$ cat config.mk
export PLATFORM = sky130hd
export DESIGN_NAME = lpf_cascade_flat
export DESIGN_NICKNAME = d
export VERILOG_FILES = /design/src/rtl/lpf_cascade_if.sv /design/src/rtl/lpf_cascade.sv /design/src/flat_wrapper.sv
export SDC_FILE = /design/constraint.sdc
export NUM_CORES = 2
export LEC_CHECK = 0
export BUFFER_PORTS_ARGS = -buffer_cell sky130_fd_sc_hd__clkbuf_2
export CAP_MARGIN = 10
export CORE_ASPECT_RATIO = 0.8
export CORE_MARGIN = 5
export CORE_UTILIZATION = 35
export DETAILED_ROUTE_END_ITERATION = 10
export PLACE_DENSITY_LB_ADDON = 0.1
export SETUP_SLACK_MARGIN = 0.2
export SLEW_MARGIN = 20
export SYNTH_ARGS = -nofsm -noshare
export SYNTH_HDL_FRONTEND = slang
export SYNTH_SLANG_ARGS = --single-unit
$ cat constraint.sdc
create_clock -name clk -period 6.3 [get_ports clk]
set_clock_uncertainty 0.05 [all_clocks]
set_input_delay 1.26 -clock clk [delete_from_list [all_inputs] [get_ports clk]]
set_output_delay 1.26 -clock clk [all_outputs]
set_load 0.1 [all_outputs]
$ cat src/rtl/lpf_cascade_if.sv
// Sample stream bundle for lpf_cascade: qualified input and output samples.
`timescale 1ns/1ps
interface lpf_cascade_if #(
    parameter int DATA_W = 16
);
    logic signed [DATA_W-1:0] in_data;
    logic                     in_valid;
    logic signed [DATA_W-1:0] out_data;
    logic                     out_valid;

    modport master (
        output in_data,
        output in_valid,
        input  out_data,
        input  out_valid
    );

    modport slave (
        input  in_data,
        input  in_valid,
        output out_data,
        output out_valid
    );
endinterface

$ cat src/rtl/lpf_cascade.sv
// Pipelined cascade of single-pole IIR low-pass stages, each one bypassable.
// Define LPF_ROUND_EN for round-half-up stage outputs with positive saturation.
`timescale 1ns/1ps
module lpf_cascade #(
    parameter int DATA_W     = 16,
    parameter int NUM_STAGES = 10,
    parameter int MAX_SHIFT  = 15
) (
    input  logic                  clk,
    input  logic                  rst,
    input  logic [NUM_STAGES-1:0] enable,
    input  logic [3:0]            shift,
    lpf_cascade_if.slave          bus
);
    localparam int FRAC = MAX_SHIFT;
    localparam int W    = DATA_W + FRAC;
    localparam logic [3:0] SH_MAX = 4'(MAX_SHIFT);

    logic signed [W-1:0]      s_q [NUM_STAGES];
    logic signed [W-1:0]      s_d [NUM_STAGES];
    logic [NUM_STAGES-1:0]    v_q;
    logic [NUM_STAGES-1:0]    v_d;
    logic signed [DATA_W-1:0] y   [NUM_STAGES];
    logic [3:0]               sh;

    assign sh = (int'(shift) > MAX_SHIFT) ? SH_MAX : shift;

    for (genvar k = 0; k < NUM_STAGES; k++) begin : g_stage
        logic signed [DATA_W-1:0] x_in;
        logic                     v_in;
        logic signed [W-1:0]      xe;
        logic signed [W:0]        diff;
        logic signed [W:0]        step;
        logic signed [W:0]        sum;
        logic                     unused_msb;

        if (k == 0) begin : g_head
            assign x_in = bus.in_data;
            assign v_in = bus.in_valid;
        end else begin : g_tail
            assign x_in = y[k-1];
            assign v_in = v_q[k-1];
        end

        // Difference needs one extra bit; the convex update always fits W.
        assign xe   = {x_in, {FRAC{1'b0}}};
        assign diff = {xe[W-1], xe} - {s_q[k][W-1], s_q[k]};
        assign step = diff >>> sh;
        assign sum  = {s_q[k][W-1], s_q[k]} + step;
        assign unused_msb = sum[W];

        assign s_d[k] = !v_in     ? s_q[k]
                      : enable[k] ? sum[W-1:0]
                      :             xe;
        assign v_d[k] = v_in;

`ifdef LPF_ROUND_EN
        localparam logic [W:0] HALF = (W+1)'(2**(FRAC-1));
        logic [W:0] rnd;
        logic       unused_rnd;

        assign rnd        = {s_q[k][W-1], s_q[k]} + HALF;
        assign unused_rnd = ^rnd[FRAC-1:0];
        // Only a positive state can carry past the top bit when rounding.
        assign y[k] = (rnd[W] != rnd[W-1])
                    ? {1'b0, {(DATA_W-1){1'b1}}}
                    : rnd[W-1:FRAC];
`else
        assign y[k] = s_q[k][W-1:FRAC];
`endif
    end

    always_ff @(posedge clk) begin
        if (rst) begin
            for (int k = 0; k < NUM_STAGES; k++) begin
                s_q[k] <= '0;
            end
            v_q <= '0;
        end else begin
            for (int k = 0; k < NUM_STAGES; k++) begin
                s_q[k] <= s_d[k];
            end
            v_q <= v_d;
        end
    end

    assign bus.out_data  = y[NUM_STAGES-1];
    assign bus.out_valid = v_q[NUM_STAGES-1];
endmodule

$ cat src/flat_wrapper.sv
// flat-port wrapper written by rule: the top's interface ports become plain ports
module lpf_cascade_flat 
#(
    parameter int DATA_W     = 16,
    parameter int NUM_STAGES = 10,
    parameter int MAX_SHIFT  = 15
)
  (clk, rst, enable, shift, bus_in_data, bus_in_valid, bus_out_data, bus_out_valid);
  lpf_cascade_if #(.DATA_W(DATA_W)) bus_i ();
  input  logic clk;
  input  logic rst;
  input  logic [NUM_STAGES-1:0] enable;
  input  logic [3:0] shift;
  input wire logic [$bits(bus_i.in_data)-1:0] bus_in_data;
  input wire logic [$bits(bus_i.in_valid)-1:0] bus_in_valid;
  output wire logic [$bits(bus_i.out_data)-1:0] bus_out_data;
  output wire logic [$bits(bus_i.out_valid)-1:0] bus_out_valid;
  assign bus_i.in_data = bus_in_data;
  assign bus_i.in_valid = bus_in_valid;
  assign bus_out_data = bus_i.out_data;
  assign bus_out_valid = bus_i.out_valid;
  lpf_cascade #(.DATA_W(DATA_W), .NUM_STAGES(NUM_STAGES), .MAX_SHIFT(MAX_SHIFT)) u_core (.clk(clk), .rst(rst), .enable(enable), .shift(shift), .bus(bus_i));
endmodule
==> impl_metrics.py <==
metrics = {
    "run_status": {
        "status": "completed",
    },
    "power": {
        "p_leak_uw": 0.0311,
        "max-vdd-ir-drop_uv": 248,
        "p_per_area_nw_per_um2": 220,
    },
    "cts": {
        "cts_made_buffers": 50,
        "tritoncts": "done",
        "cts_buffer_depth": 3,
        "clock_latency_ns": 0.68,
        "cts-root-buf": "clkbuf_16",
        "htreeDepth": 2,
        "clock_sinks": 320,
        "path_clk_slew_ns": 0.06,
    },
    "routing": {
        "first_pass_iters": 6,
        "via_count": 62015,
        "routed_wl_microns": 229000,
        "via_per_inst": 5.82,
        "wire_per_inst_microns": 21.5,
        "ant_nets": 0,
        "post-route-drc-count": 0,
        "first_iter_violations": 5325,
    },
    "worst_setup_path": {
        "r2r-end": "u_core.s_q[4][28]$_SDFFE_PP0P_",
        "crit_required_ns": 6.81,
        "crit_path_end_kind": "flop",
        "crit_type": "reg2reg",
        "worstSetupStartpointType": "flop",
        "r2r-start": "u_core.s_q[4][17]$_SDFFE_PP0P_",
        "crit_path_max_fanout": 8,
        "cp.arrival_ns": 6.51,
        "reg2reg_slack_ns": 0.31,
        "rr_worst_depth": 24,
    },
    "sta": {
        "finalMaxSlewViolations": 0,
        "rsz0062_at_grt": "true",
        "clock.fmax_mhz": 167,
        "finalHoldViolCount": 0,
        "setup_violations": 0,
        "post-route-min-period_ns": 5.99,
        "slew_headroom": 0.268,
        "fin_crit_sh": 0.951,
        "max_slew.worst_pin.slew_ns": 1.10,
        "setup_ws_ns": 0.308,
    },
    "synthesis": {
        "syn_area_per_cell_sq_um": 6.98,
        "yosys-top-cells-area": "dfxtp_1 (12%), ha_1 (12%), a21oi_1 (8.1%)",
        "yosysSeqAreaShare": 0.117,
        "synth.most_common_cell": "nor2_1",
        "syn_nets": 8381,
        "ys_ff_latch": 320,
        "yosys.area.top_type": "dfxtp_1",
        "yosys-top-cells-count": "nor2_1 (937), a21oi_1 (884), nand2_1 (581)",
        "synth_warnings": 0,
        "synth_top_area_frac": 0.117,
        "synth_edf_count": 0,
        "synth_cells": 7828,
        "synth_area_sq_um": 54700,
        "synth_cell_types": 99,
        "synthArstFlopShare": 0,
        "synth_flop_cell": "dfxtp_1",
    },
    "floorplan": {
        "rows": 129,
        "core_sq_um": 155000,
        "dieArea_sq_um": 164000,
        "ios": 50,
        "start_util": 0.353,
        "die_w_microns": 452,
        "die_h_microns": 364,
    },
    "placed_design": {
        "dpl.hpwl_microns": 178000,
        "io_buffers": 49,
        "dp.cells": 10499,
        "place_congestion": 0.941,
        "place_ws_ns": -0.458,
    },
    "hold_path": {
        "hp-class": "reg2reg",
        "holdPathStages": 2,
        "hold_start": "u_core.s_q[8][1]$_SDFFE_PP0P_",
        "min_to": "u_core.s_q[8][1]$_SDFFE_PP0P_",
    },
    "global_routing": {
        "grt-ovfl-total": 0,
        "grt_first_pass_wirelength_microns": 348000,
        "grt_pass1_vias": 57191,
        "antenna_found_initial": 0,
        "grt_usage": 0.265,
        "grt_max_degree": 97,
    },
    "layout": {
        "area_delta_synth_final_pct": 25.0,
        "layout.nets": 9130,
        "drive_gt1_frac": 0.214,
        "layoutNonFillerInstCount": 10647,
        "fillers": 16067,
    },
    "flow_run": {
        "cap_violations": 0,
    },
}
-- per-layer routing --
metal	vias to the layer above	track usage	wire length [microns]
li1	30478	-	-
met3	217	0.0289	13300
met4	0	0.0551	4940
met2	1784	0.399	95700
met5	-	0	0
met1	29536	0.403	115000
-- critical path, stage by stage, from the launching register on --
cell and delay, ns:
dfxtp_1 0.50, inv_1 0.16, ha_1 0.44, nand2_1 0.10, o21ai_0 0.10, a41oi_2 0.27
a21oi_2 0.12, a221o_2 0.38, a21o_1 0.19, a211o_1 0.31, and2_1 0.16, mux4_2 0.53
a221o_1 0.40, ha_1 0.31, nand4_1 0.16, nor2_2 0.20, nand2_1 0.09, o21ai_0 0.26
a31oi_1 0.11, a21oi_1 0.16, o21ai_1 0.11, a21oi_1 0.16, nor2_1 0.06, xor2_1 0.16
a2111oi_2 0.40
-- state kept, by name (all words and copies together), names as in the netlist --
register	count
u_core.v_q	10
u_core.s_q	310
-- layout make-up --
class	count	area, sq um	area share
multi-input cells	6670	46800	0.685
repair buffers	1217	9450	0.138
flip-flops and latches	320	6430	0.0941
well taps	2030	2540	0.0372
clock buffers	60	1360	0.0199
inverters	318	1220	0.0179
clock inverters	31	557	0.00814
diodes	1	2.50	0.0000366
-- stage by stage --
step | TNS, ns | utilization | total power (uW) | hold WS (ns) | area, sq um
4_1_cts | 0 | 0.429 | 14600 | 0.441 | 66500
3_3_place_gp | -4.54 | 0.415 | 11000 | 0.424 | 64300
6_report | 0 | 0.441 | 15000 | 0.439 | 68400
5_1_grt | 0 | 0.441 | 16000 | 0.470 | 68400
3_5_place_dp | -5.50 | 0.415 | 11000 | 0.431 | 64300
2_1_floorplan | 0 | - | 7780 | 0.428 | 54700
-- timing repair --
action | in CTS | in global routing
pin swaps | 12 | 112
setup buffers | 12 | 44
resized for setup | 57 | 369
hold buffers | 0 | 0
endpoints found under the setup margin | 33 | 115
-- placed cells by master, fill, tap and decap left out, types with 57 or more instances in the layout --
cell      instances
a211oi_1        220
a21o_1          241
a21oi_1         827
a21oi_2          57
a22oi_1          63
a31oi_1          92
buf_4          1135
dfxtp_1         302
ha_1            488
inv_1           306
mux2_2           73
mux2i_1         363
nand2_1         578
nand2b_1         85
nand3_1         144
nor2_1          923
nor2b_1         103
nor3_1          194
o211ai_1         78
o21a_1           81
o21ai_0         420
o21bai_1         61
o22ai_1          75
o31ai_1          57
or3_1            67
xnor2_1         248
xor2_1          150
-- cells by family (layout without fill, tap and decap cells) --
kind of cell / Yosys count / in the layout / synth area share
AOI/OAI and AO/OA: 2771 / 2771 / 0.325
and+or+nand+nor: 2450 / 2450 / 0.208
buffers and inverters: 838 / 1626 / 0.0591
adders and majority gates: 520 / 520 / 0.120
muxes: 512 / 512 / 0.104
xor gates and xnor gates: 417 / 417 / 0.0668
DFF: 320 / 320 / 0.117
other: 0 / 1 / 0
-- power by group --
part / total, uW / switching, uW / internal (uW) / leakage, uW
Sequential: 2190 / 97.8 / 2090 / 0.00260
Combinational: 9360 / 5220 / 4140 / 0.0276
Clock: 3460 / 1310 / 2150 / 0.000923
-- worst max-delay path by stage --
stage / startpoint / depth (start not counted) / endpoint / slack (ns)
after floorplan: shift[1] / 20 / u_core.s_q[7][27]$_SDFFE_PP0P_ / 0.20
after global placement: bus_in_data[7] / 27 / u_core.s_q[0][28]$_SDFFE_PP0P_ / -0.46
after detailed placement: bus_in_data[7] / 27 / u_core.s_q[0][28]$_SDFFE_PP0P_ / -0.46
after CTS: u_core.s_q[6][0]$_SDFFE_PP0P_ / 24 / u_core.s_q[6][30]$_SDFFE_PP0P_ / 0.09
after global routing: u_core.s_q[3][15]$_SDFFE_PP0P_ / 25 / u_core.s_q[3][28]$_SDFFE_PP0P_ / 0.1
final: u_core.s_q[4][17]$_SDFFE_PP0P_ / 24 / u_core.s_q[4][28]$_SDFFE_PP0P_ / 0.31
No activity file was read; power rests on OpenSTA's default activity.
